**src/rtl/rpn_pkg.sv**
```systemverilog
// Shared types and constants for the RPN calculator sequencer.
package rpn_pkg;

   localparam int DEPTH = 4;

   typedef enum logic [1:0] {
      IDLE  = 2'd0,
      EXEC  = 2'd1,
      ERROR = 2'd2
   } state_t;

   typedef enum logic [1:0] {
      OP_ADD = 2'b00,
      OP_SUB = 2'b01,
      OP_AND = 2'b10,
      OP_XOR = 2'b11
   } op_t;

endpackage

```
**src/rtl/rpn_pulse_generator.sv**
```systemverilog
// Rising-edge detector: one-clock pulse per button press.
module pulse_generator (
   input  logic clk,
   input  logic rst,
   input  logic _in,
   output logic _out
);

   logic prev;

   always_ff @(posedge clk or posedge rst) begin
      if (rst) prev <= 1'b0;
      else     prev <= _in;
   end

   assign _out = _in & ~prev;

endmodule

```
**src/rtl/rpn_sequencer.sv**
```systemverilog
// Four-entry RPN stack calculator driven by push/execute/clear buttons.
module rpn_sequencer
   import rpn_pkg::*;
#(
   parameter int DEPTH = rpn_pkg::DEPTH
) (
   input  logic       clk,
   input  logic       rst,
   input  logic [3:0] sw,
   input  logic [2:0] btn,
   output logic [3:0] ld,
   output logic [2:0] depth,
   output logic       err
);

   localparam logic [2:0] DMAX = 3'(DEPTH);

   logic [2:0] pls;
   state_t     state, state_n;
   op_t        op;
   logic [3:0] stk [DEPTH];
   logic [2:0] cnt;
   logic [3:0] res;
   logic       do_clr, do_push, do_exec, op_ld;

   for (genvar g = 0; g < 3; g++) begin : g_pg
      pulse_generator u_pg (
         .clk  (clk),
         .rst  (rst),
         ._in  (btn[g]),
         ._out (pls[g])
      );
   end

   always_ff @(posedge clk or posedge rst) begin
      if (rst) state <= IDLE;
      else     state <= state_n;
   end

   // Clear wins over everything; execute beats push.
   always_comb begin
      state_n = state;
      do_clr  = 1'b0;
      do_push = 1'b0;
      do_exec = 1'b0;
      op_ld   = 1'b0;
      if (pls[2]) begin
         do_clr  = 1'b1;
         state_n = IDLE;
      end else begin
         unique case (state)
            IDLE: begin
               if (pls[1]) begin
                  if (cnt >= 3'd2) begin
                     op_ld   = 1'b1;
                     state_n = EXEC;
                  end else begin
                     state_n = ERROR;
                  end
               end else if (pls[0]) begin
                  if (cnt < DMAX) do_push = 1'b1;
                  else            state_n = ERROR;
               end
            end
            EXEC: begin
               do_exec = 1'b1;
               state_n = IDLE;
            end
            ERROR: ;
            default: state_n = IDLE;
         endcase
      end
   end

   always_comb begin
      res = '0;
      unique case (op)
         OP_ADD: res = stk[1] + stk[0];
         OP_SUB: res = stk[1] - stk[0];
         OP_AND: res = stk[1] & stk[0];
         OP_XOR: res = stk[1] ^ stk[0];
      endcase
   end

   // stk[0] is the top; vacated slots are zero-filled so ld reads 0 when empty.
   always_ff @(posedge clk or posedge rst) begin
      if (rst) begin
         for (int i = 0; i < DEPTH; i++) stk[i] <= '0;
         cnt <= '0;
         op  <= OP_ADD;
         err <= 1'b0;
      end else begin
         err <= (state_n == ERROR);
         if (do_clr) begin
            for (int i = 0; i < DEPTH; i++) stk[i] <= '0;
            cnt <= '0;
         end else if (do_push) begin
            stk[0] <= sw;
            for (int i = 1; i < DEPTH; i++) stk[i] <= stk[i-1];
            cnt <= cnt + 3'd1;
         end else if (do_exec) begin
            stk[0] <= res;
            for (int i = 1; i < DEPTH - 1; i++) stk[i] <= stk[i+1];
            stk[DEPTH-1] <= '0;
            cnt <= cnt - 3'd1;
         end
         if (op_ld) op <= op_t'(sw[1:0]);
      end
   end

   assign ld    = stk[0];
   assign depth = cnt;

endmodule
```
**config.mk**
```make
export PLATFORM = sky130hd
export DESIGN_NAME = rpn_sequencer
export DESIGN_NICKNAME = d
export VERILOG_FILES = /design/src/rtl/rpn_pkg.sv /design/src/rtl/rpn_pulse_generator.sv /design/src/rtl/rpn_sequencer.sv
export SDC_FILE = /design/constraint.sdc
export NUM_CORES = 1
export LEC_CHECK = 0
export CAP_MARGIN = 20
export CORE_MARGIN = 2
export CORE_UTILIZATION = 35
export DETAILED_ROUTE_END_ITERATION = 8
export PLACE_DENSITY = 0.6
export SETUP_SLACK_MARGIN = 0.3
export SLEW_MARGIN = 20
export SYNTH_ARGS = -nofsm -noshare
export SYNTH_HDL_FRONTEND = slang
export SYNTH_SLANG_ARGS = --single-unit
```
**constraint.sdc**
```tcl
create_clock -name clk -period 7.75 [get_ports clk]
set_clock_uncertainty 0.15 [all_clocks]
set_input_delay 1.55 -clock clk [delete_from_list [all_inputs] [get_ports clk]]
set_output_delay 1.55 -clock clk [all_outputs]
set_load 0.01 [all_outputs]
```
==> run summary, run 1 <==
The flow ran to the end, and the final reports show no timing, DRC or antenna violations. The initial standard-cell utilization of the core came out at 36.4%. The number of violations of the max-capacitance limit was 0; the share of synthesized area occupied by flip-flops and latches was 42.7%.

The share of final-layout standard cells stronger than drive strength 1 works out to 7.69%. STA puts the critical path data required time at 7790 ps. Data on the critical path arrives at its endpoint at 4250 ps. The final critical path time including I/O delays and setup was 4210 ps; the flip-flop and latch count after synthesis was 27. The total number of clock tree sinks came out at 27. The tree is rooted in a sky130_fd_sc_hd__clkbuf_8.

The tools report the count of yosys warnings during synthesis as 0. Level count of the clock H-tree: 1. Setup repair after global routing left no endpoint under its margin. The tools report the post-synthesis net count as 181. For this design, the CTS-stage hold fixing added 0 buffers. The number of rows created at floorplan is 24. After synthesis, the cell types taking the most area are sky130_fd_sc_hd__dfrtp_1, sky130_fd_sc_hd__ha_1, sky130_fd_sc_hd__nand2_1.

After the last flow step, the layout net total stands at 189. In the routed layout, each cell is associated on average with a via count of 5.49. The summed negative setup slack over all endpoints was 0 ps; the hold violation count in the final report was 0. In the finished design, the share of the clock period the worst path needs comes to 54.4%. Start-to-end type of the worst setup path: input pin to flop. The detailed router finished its first iteration with 95 violations. The worst-case hold slack is 403 ps, and the total power consumption of the routed design is 0.000690 W.

The power density over cell area is 388 mW/mm2, and the initial antenna violation count is 0. The tools report the detailed placer's ending HPWL as 2.53 mm. The tools report the die footprint as 0.00508 mm2. The number of gates resized after cts was 0; the total inserted antenna cells was 0. The sum of overflow across all layers after global routing is 0, and the maximum resistive drop on vdd is 0.130 mV. Based on the critical path, the design can be clocked at up to 0.237 GHz. STA classifies the critical path startpoint as an input pin. Leaving out fill and tap cells, the most frequent cells in the layout are sky130_fd_sc_hd__dfrtp_1, sky130_fd_sc_hd__nand2_1, sky130_fd_sc_hd__nor2_1.

The number of input and output port buffers inserted is 16, and the total detailed-routing wirelength is 3.44 mm. For this design the static power due to leakage is 0.763 nW. Summed over all instances, the cell type with the most area after synthesis is sky130_fd_sc_hd__dfrtp_1. The core region is 0.00435 mm2. The largest fanout on the critical path was 10.

For the instance count of the mapped netlist, the log shows 162. The vertical die dimension came out at 71.3 um. Setup violations remaining at the end of the flow were counted as 0. The run gives 0 as the number of pins exceeding their max-slew limit in the final report.

The run gives 5.95 mm as the wire length of the first global-routing pass. The largest net degree at the start of global routing came out at 28. The count of nets left with antenna violations once routing finished came out at 0.

Across all layers, the routed design uses 1213 vias. The tools report the relative slew slack as 31.9%. The tools report the kind of end point of the critical path as a flop. Each instance of the synthesized netlist takes up on average 9.78 um2.

TritonCTS built the clock tree. Counting distinct cell types in the post-synthesis netlist gives 35. The library cell used most frequently in the layout, excluding fill and tap cells, is sky130_fd_sc_hd__dfrtp_1. Measured along the x axis, the die boundary spans 71.3 um. Fill cells in the final layout number 422. Weighted congestion reported at the end of routability-driven placement: 0.834. For this design the top-level I/O count stands at 17. The portion of synthesized cell area occupied by the leading cell type came out at 42.7%. In this run the post-CTS setup repair buffer count came out at 0. The signed area change from the synthesized netlist to the final layout is 12.1%.

The global-route total usage across every layer is 15.1%. The tools report the clock latency on the worst-skew pair as 280 ps. Dividing the detail-routed wire length by the instance count gives 15.6 um. Clock-pin slew was measured on the worst setup and hold paths at 100 ps.

The first detailed-routing pass took 4 iterations. The transition time at the pin with the least slew margin was 1020 ps. The worst hold path belongs to the class flop to flop.

The number of buffers created by CTS is 3. The tools report the DRC violation count after routing as 0. The clock passes through at most 2 buffers.

The logs give 1197 for the via count of the first global-routing pass and 0.00158 mm2 for the summed instance area of the synthesized netlist.
cell usage after synthesis (all sizes together):
| cell | number |
|---|---|
| a211oi | 8 |
| a21o | 1 |
| a21oi | 5 |
| a221oi | 2 |
| a22oi | 3 |
| a311oi | 6 |
| buf | 7 |
| clkbuf | 6 |
| dfrtp | 27 |
| fa | 2 |
| ha | 8 |
| inv | 8 |
| mux2 | 3 |
| mux2i | 4 |
| nand2 | 19 |
| nand2b | 5 |
| nand3 | 4 |
| nor2 | 17 |
| nor2b | 3 |
| nor3 | 4 |
| nor3b | 1 |
| nor4b | 1 |
| o211a | 1 |
| o211ai | 1 |
| o21ai | 5 |
| o221a | 2 |
| o31ai | 1 |
| or3 | 1 |
| or4b | 1 |
| xnor2 | 5 |
| xor2 | 1 |
through the flow:
stage                     std cells  setup slack (ps)  utilization (%)  area (um2)
after detailed placement        217              3230             39.7        1730
final                           221              3540             40.8        1780
after global routing            221              3380             40.8        1780
after global placement          217              3390             39.7        1730
after floorplan                 162              3980                -        1580
after CTS                       221              3520             40.8        1780
layer usage:
layer / share of wire [%] / routed length [um] / GRT usage, % / vias to the layer above
met5: 0 / 0 / 0 / -
met4: 2.8 / 95 / 7.13 / 0
met3: 3.9 / 133 / 2.67 / 7
met2: 45 / 1550 / 22.8 / 30
met1: 48 / 1660 / 21.0 / 592
li1: - / - / - / 584
layout make-up:
type / count / area [um2] / area share (%)
flip-flops and latches: 27 / 676 / 38.1
well taps: 52 / 65.1 / 3.66
multi-input cells: 114 / 798 / 45.0
clock inverters: 1 / 5.00 / 0.282
repair buffers: 16 / 160 / 9.02
inverters: 8 / 30.0 / 1.69
clock buffers: 3 / 41.3 / 2.33
critical path: stages:
cell and delay, ps:
sky130_fd_sc_hd__clkdlybuf4s50_1 430, sky130_fd_sc_hd__nor2b_4 150, sky130_fd_sc_hd__or4b_4 540, sky130_fd_sc_hd__nor3_2 540, sky130_fd_sc_hd__nand2_1 150, sky130_fd_sc_hd__fa_1 400, sky130_fd_sc_hd__nor2_1 150, sky130_fd_sc_hd__a211oi_1 70
sky130_fd_sc_hd__a211oi_1 260
final timing paths:
check | start | end | slack [ps] | cells past startpoint
setup reg to reg | depth[2] | depth[2] | 4850 | 7
hold reg to reg | stk[2] | stk[2] | 400 | 2
max in group asynchronous | rst | stk[8] | 5590 | 2
hold / removal | stk[2] | stk[2] | 400 | 2
min in group asynchronous | rst | ld[2] | 1480 | 2
setup / recovery | btn[1] | depth[2] | 3540 | 9
logic make-up (layout without fill, tap and decap cells):
family / Yosys count / after routing / synth area share [%]
AND/OR/NAND/NOR: 56 / 56 / 17.3
AO/OA/AOI/OAI: 35 / 35 / 16.3
flip-flops: 27 / 27 / 42.7
buffers and inverters: 21 / 28 / 6.95
adder cells (fa/ha/maj): 10 / 10 / 8.85
multiplexers: 7 / 7 / 4.66
XOR/XNOR: 6 / 6 / 3.32
state kept, by name (all words and copies together), names as in the netlist:
name	flops
stk	12
ld	4
depth	3
g_pg.u_pg.prev	3
op	2
state	2
err	1
power breakdown:
group / leakage, nW / switching (W) / internal (W)
Sequential: 0.351 / 0.0000765 / 0.000192
Combinational: 0.387 / 0.000160 / 0.000178
Clock: 0.0255 / 0.0000474 / 0.0000362
Total: 0.763 / 0.000283 / 0.000406
No activity file was read; power rests on OpenSTA's default activity.
==> inputs of run 2 (changes only) <==
Clock period 7.75 ns to 4.4 ns, I/O delays scaled along.
==> run 2 against run 1 <==
Combinational power is 79% higher; count of clock-buffer cells in the layout up 1; clock power up 73%; cell area grew 0.35%; cell count is 0.45% higher; global-route usage up 0.18 points; utilization grew 0.14 points; first-iteration DRC count shrank 40%; power up 77%; via count decreased by 1.6%; largest power group unchanged.
==> run summary, run 2 (synthesis gave the netlist of run 1 again) <==
The run finished with clean final reports. The logs give 38.7% (-0.3 points) for the sequential share of power and 0 (unchanged) for the hold buffer count at cts. Number of pins exceeding their max-slew limit in the final report: 0 (unchanged). The placed instance area is 0.00174 mm2 (+0.43%). For the leakage component of the power, the log shows 0.766 nW (+0.34%).

The critical path is of the input pin to flop type. Wire length of the first global-routing pass: 6.04 mm (+1.6%). Maximum resistive drop on vdd: 0.257 mV (+97%).

The run gives 3280 ps (-970 ps) as the data arrival time of the critical path. The tools report the DRC marker count from the first detailed-route iteration as 57 (-40%). The worst path setup slack after routing is 1160 ps (-2370 ps), and the flip-flop count of the largest register, all copies and words added is 12 (unchanged). In the layout the commonest cells are sky130_fd_sc_hd__dfrtp_1, sky130_fd_sc_hd__nand2_1, sky130_fd_sc_hd__nor2_1. Setup repair after global routing left no endpoint under its margin. The transition time at the pin with the least slew margin was 1000 ps (-19.3 ps). The final clock period utilization by the worst path is 73.6%, and the number of vias in the routed layout is 1193 (-1.6%). The run gives 49.4% (+0.5 points) as the share of power burned in combinational logic. The run gives 0 (unchanged) as the initial antenna violation count. The worst setup path is launched from an input pin. The sum of overflow across all layers after global routing was 0 (unchanged). The path category of the worst min-delay check is flop to flop.

The via count of the first global-routing pass came out at 1226 (+2.4%). The total detailed-routing wirelength was 3.50 mm (+1.8%). The tools report the level count of the clock H-tree as 1 (unchanged). The run gives 4440 ps (-3350 ps) as the data required time at the worst endpoint. The switching portion of total power is 41.2% (+0.11 points). The post-detailed-route wirelength per cell was 15.8 um (+1.4%).

The tools report the length of the first detailed-routing pass in iterations as 4 (unchanged). The global-route total usage across every layer is 15.3% (+0.18 points). TritonCTS built the clock tree. The die footprint was 0.00508 mm2 (unchanged); the placeable core region was 0.00435 mm2 (unchanged). The post-route standard cell area excluding fillers is 0.00178 mm2 (+0.35%). The most critical setup path has its startpoint at btn[1]. The number of input and output port buffers inserted was 16 (unchanged); the total power consumption of the routed design was 0.00122 W (+77%). The library cell used most frequently in the layout, excluding fill and tap cells, is sky130_fd_sc_hd__dfrtp_1.

For the detailed placer's ending HPWL, the log shows 2.57 mm (+1.6%). For the number of violations of the max-capacitance limit, the log shows 0 (unchanged). The startpoint identified for the worst register-to-register timing path is depth[2]. Number of buffers inserted by post-CTS setup repair: 0 (unchanged). The internal portion of total power came out at 0.000718 W (+77%).

The tools report the hold violation count in the final report as 0 (unchanged). The initial standard-cell utilization of the core is 36.4% (unchanged). The vertical die dimension works out to 71.3 um (unchanged). The total inserted antenna cells is 0 (unchanged), and the clock network fraction of design power is 11.9% (-0.2 points). The total number of clock tree sinks was 27 (unchanged). The area taken by flip-flops and latches came out at 676 um2 (unchanged). The run gives 3 (unchanged) as the number of buffers created by CTS. The count of endpoints failing setup in the final report was 0 (unchanged). For the largest net degree at the start of global routing, the log shows 28 (unchanged). The startpoint identified for the worst hold timing path is stk[3]. The CTS clock-pin slew for the worst setup and hold paths is 90 ps (about the same). The die width works out to 71.3 um (unchanged). The relative slew slack was 33.2% (+1.3 points); the signed area change from the synthesized netlist to the final layout was 12.5%. The power density over cell area was 686 mW/mm2 (+77%); the share of final-layout standard cells stronger than drive strength 1 was 7.65% (-0.045 points).

The logs give 0 (unchanged) for the DRC violation count after routing and 24 (unchanged) for the number of rows created at floorplan. The worst setup timing slack at the placement stage was 873 ps (-2360 ps). Ranked by flip-flop count, first place goes to stk. The maximum clock frequency was 0.309 GHz. In this run the clock root is driven by a sky130_fd_sc_hd__clkbuf_8. Fill cell instance count of the final layout: 431 (+2.1%). The largest fanout on the critical path is 10 (unchanged). The logs give 0.834 (about the same) for the weighted congestion reported at the end of routability-driven placement and 0.000504 W (+78%) for the switching power of the nets. The logs give 798 um2 (unchanged) for the area occupied by multi-input gates and 2 (unchanged) for the maximum root-to-sink buffer count. Number of top-level pins: 17 (unchanged). For the clock latency on the worst-skew pair, the log shows 280 ps (about the same). Antenna violation net count after detailed routing: 0 (unchanged). The run gives 0 (unchanged) as the number of gates resized after cts. The final critical path time including I/O delays and setup was 3240 ps; the net count reported at finish was 190 (+0.53%). The detailed-route vias per instance works out to 5.37 (-2.1%). STA classifies the critical path endpoint as a flop. The summed negative setup slack over all endpoints was 0 ps (unchanged).
## run 2: cell types whose count changed in the layout (fill, tap and decap cells not counted)
cell	change
sky130_fd_sc_hd__clkinv_2	-1
sky130_fd_sc_hd__buf_4	+1
sky130_fd_sc_hd__clkbuf_1	+1
## run 2: layout make-up
type | count | area share (%)
Tap cell | 52 | 3.65
Timing Repair Buffer | 17 | 9.41
Sequential cell | 27 | 37.9
Inverter | 8 | 1.69
Clock buffer | 4 | 2.53
Multi-Input combinational cell | 114 | 44.8
## run 2: worst max-delay path, stage by stage
cell                              delay [ps]
sky130_fd_sc_hd__clkdlybuf4s50_1         440
sky130_fd_sc_hd__nor2b_4                 150
sky130_fd_sc_hd__or4b_4                  540
sky130_fd_sc_hd__nor3_2                  120
sky130_fd_sc_hd__buf_4                   190
sky130_fd_sc_hd__nand2_1                  80
sky130_fd_sc_hd__fa_1                    400
sky130_fd_sc_hd__nor2_1                  160
sky130_fd_sc_hd__a211oi_1                 70
sky130_fd_sc_hd__a211oi_1                240
## run 2: power by group through the flow
stage               clock [W]  combinational, W  sequential [W]
floorplan                   0          0.000476        0.000427
global placement            0          0.000579        0.000472
detailed placement          0          0.000607        0.000478
CTS                  0.000151          0.000609        0.000473
global route         0.000162          0.000682        0.000490
finish               0.000145          0.000604        0.000473
## run 2: stage by stage
| stage | cells | hold WS, ps | util (%) |
|---|---|---|---|
| 4_1_cts | 222 | 400 | 40.9 |
| 2_1_floorplan | 162 | 350 | - |
| 3_3_place_gp | 218 | 378 | 39.9 |
| 5_1_grt | 222 | 427 | 40.9 |
| 3_5_place_dp | 218 | 383 | 39.9 |
| 6_report | 222 | 400 | 40.9 |
## run 2: worst paths after layout
kind	end	slack, ps	depth (start not counted)
max	depth[2]	1160	10
min	stk[3]	400	2
max reg2reg	depth[2]	1810	8
min reg2reg	stk[3]	400	2
max in group asynchronous	stk[0]	2910	2
min in group asynchronous	stk[10]	810	2
## run 2: routing by layer
layer	share of wire, %	track usage, %	vias to the layer above
met1	47	21.1	584
met5	0	0	-
li1	-	-	580
met4	2.1	6.71	0
met2	47	23.5	22
met3	3.8	2.81	7
